`src/rtl/prng_pkg.sv`:
```
// Shared types and constants for the range-limited LFSR sample generator.
package prng_pkg;

    typedef enum logic [1:0] {
        FILL  = 2'd0,
        CHECK = 2'd1,
        HOLD  = 2'd2
    } state_e;

    localparam logic [31:0] DEF_TAPS = 32'h8020_0003;
    localparam logic [31:0] DEF_SEED = 32'h9B34_6A37;

    // True when the low w bits of v are all ones (the XNOR-LFSR lock-up state).
    function automatic logic all_ones(input logic [63:0] v, input int w);
        logic r;
        r = 1'b1;
        for (int i = 0; i < 64; i++) begin
            if (i < w && !v[i]) r = 1'b0;
        end
        return r;
    endfunction

endpackage

```
`src/rtl/prng_range_gen_if.sv`:
```
// Sample delivery channel: producer drives valid/data, consumer drives ready.
interface prng_range_gen_if #(
    parameter int OUT_W = 8
);
    logic             out_valid;
    logic             out_ready;
    logic [OUT_W-1:0] out_data;

    modport master (output out_valid, output out_data, input out_ready);
    modport slave  (input out_valid, input out_data, output out_ready);
endinterface

```
`src/rtl/prng_range_gen_lfsr_core.sv`:
```
// XNOR Fibonacci LFSR with step/load controls and all-ones lock-up recovery.
module lfsr_core
    import prng_pkg::*;
#(
    parameter int               WIDTH = 32,
    parameter logic [WIDTH-1:0] TAPS  = WIDTH'(DEF_TAPS),
    parameter logic [WIDTH-1:0] SEED  = WIDTH'(DEF_SEED)
) (
    input  logic             clk,
    input  logic             reset,
    input  logic             step_i,
    input  logic             load_i,
    input  logic [WIDTH-1:0] seed_i,
    output logic [WIDTH-1:0] state_o,
    output logic             lockup_o
);

    logic [WIDTH-1:0] state_q, state_d;
    logic             lockup_q, lock_evt;
    logic             fb;

    // Next state: a load wins, then lock-up recovery, then a normal shift.
    always_comb begin
        fb       = ~^(state_q & TAPS);
        state_d  = state_q;
        lock_evt = all_ones(64'(state_q), WIDTH);
        if (load_i) begin
            if (all_ones(64'(seed_i), WIDTH)) begin
                state_d  = SEED;
                lock_evt = 1'b1;
            end else begin
                state_d  = seed_i;
            end
        end else if (lock_evt) begin
            state_d = SEED;
        end else if (step_i) begin
            state_d = {state_q[WIDTH-2:0], fb};
        end
    end

    // State register and sticky lock-up flag, cleared only by reset.
    always_ff @(posedge clk) begin
        if (reset) begin
            state_q  <= SEED;
            lockup_q <= 1'b0;
        end else begin
            state_q  <= state_d;
            lockup_q <= lockup_q | lock_evt;
        end
    end

    assign state_o  = state_q;
    assign lockup_o = lockup_q;

endmodule

```
`src/rtl/prng_range_gen.sv`:
```
// Rejection-sampled signed random numbers in -RANGE_MAX..+RANGE_MAX over valid/ready.
module prng_range_gen
    import prng_pkg::*;
#(
    parameter int               WIDTH     = 32,
    parameter logic [WIDTH-1:0] TAPS      = WIDTH'(DEF_TAPS),
    parameter logic [WIDTH-1:0] SEED      = WIDTH'(DEF_SEED),
    parameter int               OUT_W     = 8,
    parameter int               RANGE_MAX = 99,
    parameter int               CNT_W     = 16
) (
    input  logic                     clk,
    input  logic                     reset,
    input  logic                     seed_load,
    input  logic [WIDTH-1:0]         seed_in,
    prng_range_gen_if.master         out_if,
    output logic [CNT_W-1:0]         reject_cnt,
    output logic                     lockup
);

    localparam int                      BCW  = (OUT_W > 1) ? $clog2(OUT_W) : 1;
    localparam logic [BCW-1:0]          LAST = BCW'(OUT_W - 1);
    localparam logic signed [OUT_W-1:0] RMAX = OUT_W'(RANGE_MAX);
    localparam logic signed [OUT_W-1:0] RMIN = -RMAX;

    state_e                   st_q, st_d;
    logic [BCW-1:0]           bit_cnt_q, bit_cnt_d;
    logic                     valid_q, valid_d;
    logic [OUT_W-1:0]         data_q, data_d;
    logic [CNT_W-1:0]         rej_q, rej_d;
    logic                     step;
    logic [WIDTH-1:0]         lfsr_state;
    logic signed [OUT_W-1:0]  cand;
    logic                     in_range;

    lfsr_core #(
        .WIDTH (WIDTH),
        .TAPS  (TAPS),
        .SEED  (SEED)
    ) u_lfsr (
        .clk      (clk),
        .reset    (reset),
        .step_i   (step),
        .load_i   (seed_load),
        .seed_i   (seed_in),
        .state_o  (lfsr_state),
        .lockup_o (lockup)
    );

    // Candidate is the top OUT_W bits, which are all fresh after OUT_W shifts.
    assign cand     = lfsr_state[WIDTH-1 -: OUT_W];
    assign in_range = (cand >= RMIN) && (cand <= RMAX);

    // Draw FSM: fill OUT_W bits, check once, hold until the consumer takes it.
    always_comb begin
        st_d      = st_q;
        bit_cnt_d = bit_cnt_q;
        valid_d   = valid_q;
        data_d    = data_q;
        rej_d     = rej_q;
        step      = 1'b0;
        case (st_q)
            FILL: begin
                step = 1'b1;
                if (bit_cnt_q == LAST) begin
                    bit_cnt_d = '0;
                    st_d      = CHECK;
                end else begin
                    bit_cnt_d = bit_cnt_q + 1'b1;
                end
            end
            CHECK: begin
                if (in_range) begin
                    data_d  = cand;
                    valid_d = 1'b1;
                    st_d    = HOLD;
                end else begin
                    if (rej_q != '1) rej_d = rej_q + 1'b1;
                    bit_cnt_d = '0;
                    st_d      = FILL;
                end
            end
            HOLD: begin
                if (out_if.out_ready) begin
                    valid_d = 1'b0;
                    st_d    = FILL;
                end
            end
            default: st_d = FILL;
        endcase
        // Reseeding aborts any draw; a coincident handshake still completes.
        if (seed_load) begin
            st_d      = FILL;
            bit_cnt_d = '0;
            valid_d   = 1'b0;
            data_d    = data_q;
            rej_d     = rej_q;
            step      = 1'b0;
        end
    end

    // FSM and output registers.
    always_ff @(posedge clk) begin
        if (reset) begin
            st_q      <= FILL;
            bit_cnt_q <= '0;
            valid_q   <= 1'b0;
            data_q    <= '0;
            rej_q     <= '0;
        end else begin
            st_q      <= st_d;
            bit_cnt_q <= bit_cnt_d;
            valid_q   <= valid_d;
            data_q    <= data_d;
            rej_q     <= rej_d;
        end
    end

    assign out_if.out_valid = valid_q;
    assign out_if.out_data  = data_q;
    assign reject_cnt       = rej_q;

endmodule

```
`src/flat_wrapper.sv`:
```
// flat-port wrapper written by rule: the top's interface ports become plain ports
module prng_range_gen_flat import prng_pkg::*;
#(
    parameter int               WIDTH     = 32,
    parameter logic [WIDTH-1:0] TAPS      = WIDTH'(DEF_TAPS),
    parameter logic [WIDTH-1:0] SEED      = WIDTH'(DEF_SEED),
    parameter int               OUT_W     = 8,
    parameter int               RANGE_MAX = 99,
    parameter int               CNT_W     = 16
)
  (clk, reset, seed_load, seed_in, reject_cnt, lockup, out_if_out_valid, out_if_out_data, out_if_out_ready);
  prng_range_gen_if #(.OUT_W(OUT_W)) out_if_i ();
  input  logic clk;
  input  logic reset;
  input  logic seed_load;
  input  logic [WIDTH-1:0] seed_in;
  output logic [CNT_W-1:0] reject_cnt;
  output logic lockup;
  output wire logic [$bits(out_if_i.out_valid)-1:0] out_if_out_valid;
  output wire logic [$bits(out_if_i.out_data)-1:0] out_if_out_data;
  input wire logic [$bits(out_if_i.out_ready)-1:0] out_if_out_ready;
  assign out_if_out_valid = out_if_i.out_valid;
  assign out_if_out_data = out_if_i.out_data;
  assign out_if_i.out_ready = out_if_out_ready;
  prng_range_gen #(.WIDTH(WIDTH), .TAPS(TAPS), .SEED(SEED), .OUT_W(OUT_W), .RANGE_MAX(RANGE_MAX), .CNT_W(CNT_W)) u_core (.clk(clk), .reset(reset), .seed_load(seed_load), .seed_in(seed_in), .out_if(out_if_i), .reject_cnt(reject_cnt), .lockup(lockup));
endmodule
```
`config.mk`:
```
export PLATFORM = sky130hd
export DESIGN_NAME = prng_range_gen_flat
export DESIGN_NICKNAME = d
export VERILOG_FILES = /design/src/rtl/prng_pkg.sv /design/src/rtl/prng_range_gen_if.sv /design/src/rtl/prng_range_gen_lfsr_core.sv /design/src/rtl/prng_range_gen.sv /design/src/flat_wrapper.sv
export SDC_FILE = /design/constraint.sdc
export NUM_CORES = 1
export LEC_CHECK = 0
export BUFFER_PORTS_ARGS = -buffer_cell sky130_fd_sc_hd__buf_2
export CAP_MARGIN = 5
export CORE_UTILIZATION = 35
export DETAILED_ROUTE_END_ITERATION = 8
export PLACE_DENSITY = 0.6
export SLEW_MARGIN = 20
export SYNTH_ARGS = -nofsm -noshare
export SYNTH_HDL_FRONTEND = slang
export SYNTH_SLANG_ARGS = --single-unit
```
`constraint.sdc`:
```
create_clock -name clk -period 2.3 [get_ports clk]
set_clock_uncertainty 0.1 [all_clocks]
set_input_delay 0.46 -clock clk [delete_from_list [all_inputs] [get_ports clk]]
set_output_delay 0.46 -clock clk [all_outputs]
set_load 0.05 [all_outputs]
```
==> results.tsv <==
metric	value	unit
final critical-path required period	2160	ps
status	finished, final reports clean	
combinational cell fraction of total power	8.9	%
final period utilization	93.8	%
relative slew slack	55.6	%
port bufs	61	
Fmax	0.464	GHz
cell row count	33	
HP Start	reset	
critical path class	flip-flop to flip-flop	
routability cong.	0.789	
Sink Count	63	
DR pass1 iterations	4	
power density over cell area	644	nW/um2
Register Area	1260	um2
detailed router's first-iteration violation count	132	
async set-or-reset flop fraction in the synthesized netlist	0	%
Max Cap Violations	0	
Reg power frac	49.0	%
share of power burned in the clock network	42.1	%
grt met2 use	32.4	%
Fill cells	867	
pin count of the biggest net entering global routing	31	
first-pass GRT wire length	13.2	mm
# setup viols final	0	
Worst Reg-to-Reg Cells	6	
initial antenna violation count	0	
Longest Clk Path Bufs	2	
vias	2906	
post-detailed-route count of antenna-violating nets	0	
vias in the first global route	2713	
Worst-Skew Late Latency	340	ps
Fin Setup TNS	0	ps
worst reg2reg startpoint	u_core.reject_cnt[1]	
hpwl dp	5.83	mm
clk root buf	clkbuf_8	
end of the worst hold path	u_core.u_lfsr.lockup_o	
Design Power	2.42	mW
Total GRT Usage	19.2	%
Hold WS	241	ps
DR WL/cell	14.6	um
Fin. Hold Viols	0	
Cell Int Power	1.83	mW
synth warn	0	
Worst Path Required	2470	ps
global route overflow	0	
Top Ports	62	
grt met3 use	3.91	%
worst slew pin tran	666	ps
Syn Area/Cell	8.30	um2
Max Fanout on Critical Path	16	
worst hold path depth	2	
CTS Buf Count	9	
Die ar.	9090	um2
Die Ht	95.3	um
Mapped Cells	367	
Initial Util	36.5	%
EDFF count, synth	0	
Seq/Total Area, Yosys	41.4	%
most used routing layer	met2	
reg2reg end	u_core.reject_cnt[7]	
area grow syn2layout	23.4	%
DRC Markers	0	
final WL	8.04	mm
Clock transition at path regs	70	ps
crit start category	flip-flop	
diode count	0	
Std-Cell Core Area	8340	um2
Syn Nets	407	
CTS H-tree lvls	3	
r2r setup slk	140	ps
max-slew violations	0	
worst IR drop on VDD	0.271	mV
Die W	95.3	um
Crit. End Element	flip-flop	
share of cells above drive strength 1	25.8	%
hold_buf cts	0	
M1 GR Usage	24.2	%
RSZ-0062 raised after global routing	no	
post-CTS sizing	0	
Lkg Pwr	1.52	nW
#FFs+latches synth	63	
synthesized area	3050	um2
fin nets	480	
number of library cell types mapped by synthesis	53	
area of the multi-input gates	1680	um2
routed vias/inst	5.28	
CTS tree	yes	
WP data arrival	2330	ps
sw frac	24.4	%
post-CTS setup buffers	0	
Hold WC Path Type	input pin to flip-flop	
ys flop type	dfxtp_1	
Psw	0.593	mW
[through the flow]
stage          setup slack [ps]  std cells  area (um2)  util (%)
2_1_floorplan              34.6        367        3050         -
3_3_place_gp                156        534        3550      42.6
3_5_place_dp                119        534        3550      42.6
4_1_cts                     152        550        3760      45.1
5_1_grt                    44.7        550        3760      45.1
6_report                    143        550        3760      45.1
[power by group through the flow]
| stage | Sequential [mW] | Clock, mW | Combinational [mW] |
|---|---|---|---|
| after floorplan | 1.20 | 0 | 0.145 |
| after global placement | 1.21 | 0 | 0.212 |
| after detailed placement | 1.21 | 0 | 0.217 |
| after CTS | 1.19 | 1.05 | 0.218 |
| after global routing | 1.19 | 1.10 | 0.241 |
| final | 1.19 | 1.02 | 0.217 |
[layout by cell type (no fill, tap or decap), types with 8 or more instances in the layout]
master	n
nor2_1	86
dfxtp_1	63
buf_2	61
a21oi_1	32
nand2_1	25
buf_4	19
nand4_1	16
o21ai_1	15
a2bb2oi_1	15
clkbuf_8	12
nand3_1	9
mux2i_1	8
[critical path, cell delays in order, from the launching register on]
cell	delay, ps
dfxtp_1	370
ha_1	210
and3_1	170
and3_1	220
a21o_1	350
or4_1	530
a21oi_1	150
[cell type report]
cell class	count	area share, %
Multi-Input combinational cell	282	44.7
Tap cell	105	3.49
Timing Repair Buffer	81	12.4
Clock inverter	2	0.998
Clock buffer	14	4.59
Sequential cell	63	33.5
Inverter	3	0.299
[logic make-up (layout without fill, tap and decap cells)]
kind of cell               Yosys count  in the layout  synth area share (%)
and+or+nand+nor                    172            172                  28.3
AOI/OAI and AO/OA                   92             92                  20.7
DFF                                 63             63                  41.4
buffers and inverters               22            100                  3.49
muxes                                9              9                  3.00
xor gates and xnor gates             5              5                  1.44
adders and majority gates            4              4                  1.64
[cells in the mapped netlist, types with 2 or more instances]
cell | number | share of area (%)
a211oi_1 | 3 | 0.74
a21o_1 | 4 | 0.99
a21oi_1 | 32 | 5.3
a22oi_1 | 2 | 0.49
a2bb2oi_1 | 15 | 4.3
and3_1 | 3 | 0.62
buf_2 | 7 | 1.1
buf_4 | 4 | 0.99
clkbuf_1 | 8 | 0.99
dfxtp_1 | 63 | 41
ha_1 | 4 | 1.6
inv_1 | 3 | 0.37
mux2i_1 | 8 | 2.6
nand2_1 | 25 | 3.1
nand3_1 | 9 | 1.5
nand4_1 | 16 | 3.3
nor2_1 | 86 | 11
nor2b_1 | 3 | 0.62
nor4_2 | 2 | 0.82
o21ai_0 | 5 | 0.82
o21ai_1 | 15 | 2.5
o21bai_1 | 2 | 0.49
o31ai_1 | 5 | 1.2
or2_2 | 4 | 0.82
or3_1 | 3 | 0.62
or4_1 | 6 | 1.5
xnor2_1 | 4 | 1.1
[routing by layer]
layer	routed length (um)	share of wire, %	vias to the layer above
met2	3810	47	72
met4	70	0.87	0
li1	-	-	1464
met5	0	0	-
met1	3850	48	1365
met3	311	3.9	5
[how the worst max path moves through the flow]
stage | start | endpoint | slack, ps | cells after the start
finish | u_core.reject_cnt[1] | u_core.reject_cnt[7] | 140 | 6
global route | u_core.reject_cnt[1] | u_core.reject_cnt[5] | 40 | 6
CTS | u_core.reject_cnt[1] | u_core.reject_cnt[7] | 150 | 6
detailed placement | seed_in[15] | u_core.u_lfsr.state_o[6] | 120 | 6
global placement | seed_in[15] | u_core.u_lfsr.state_o[8] | 160 | 6
floorplan | u_core.reject_cnt[0] | u_core.reject_cnt[2] | 30 | 7
[state kept, by name, indices dropped and copies added (netlist names)]
register / flops
u_core.out_if.out_data: 8
u_core.st_q: 2
u_core.bit_cnt_q: 3
u_core.u_lfsr.state_o: 32
u_core.u_lfsr.lockup_o: 1
u_core.reject_cnt: 16
u_core.out_if.out_valid: 1
Power figures use the tool's default switching activity.
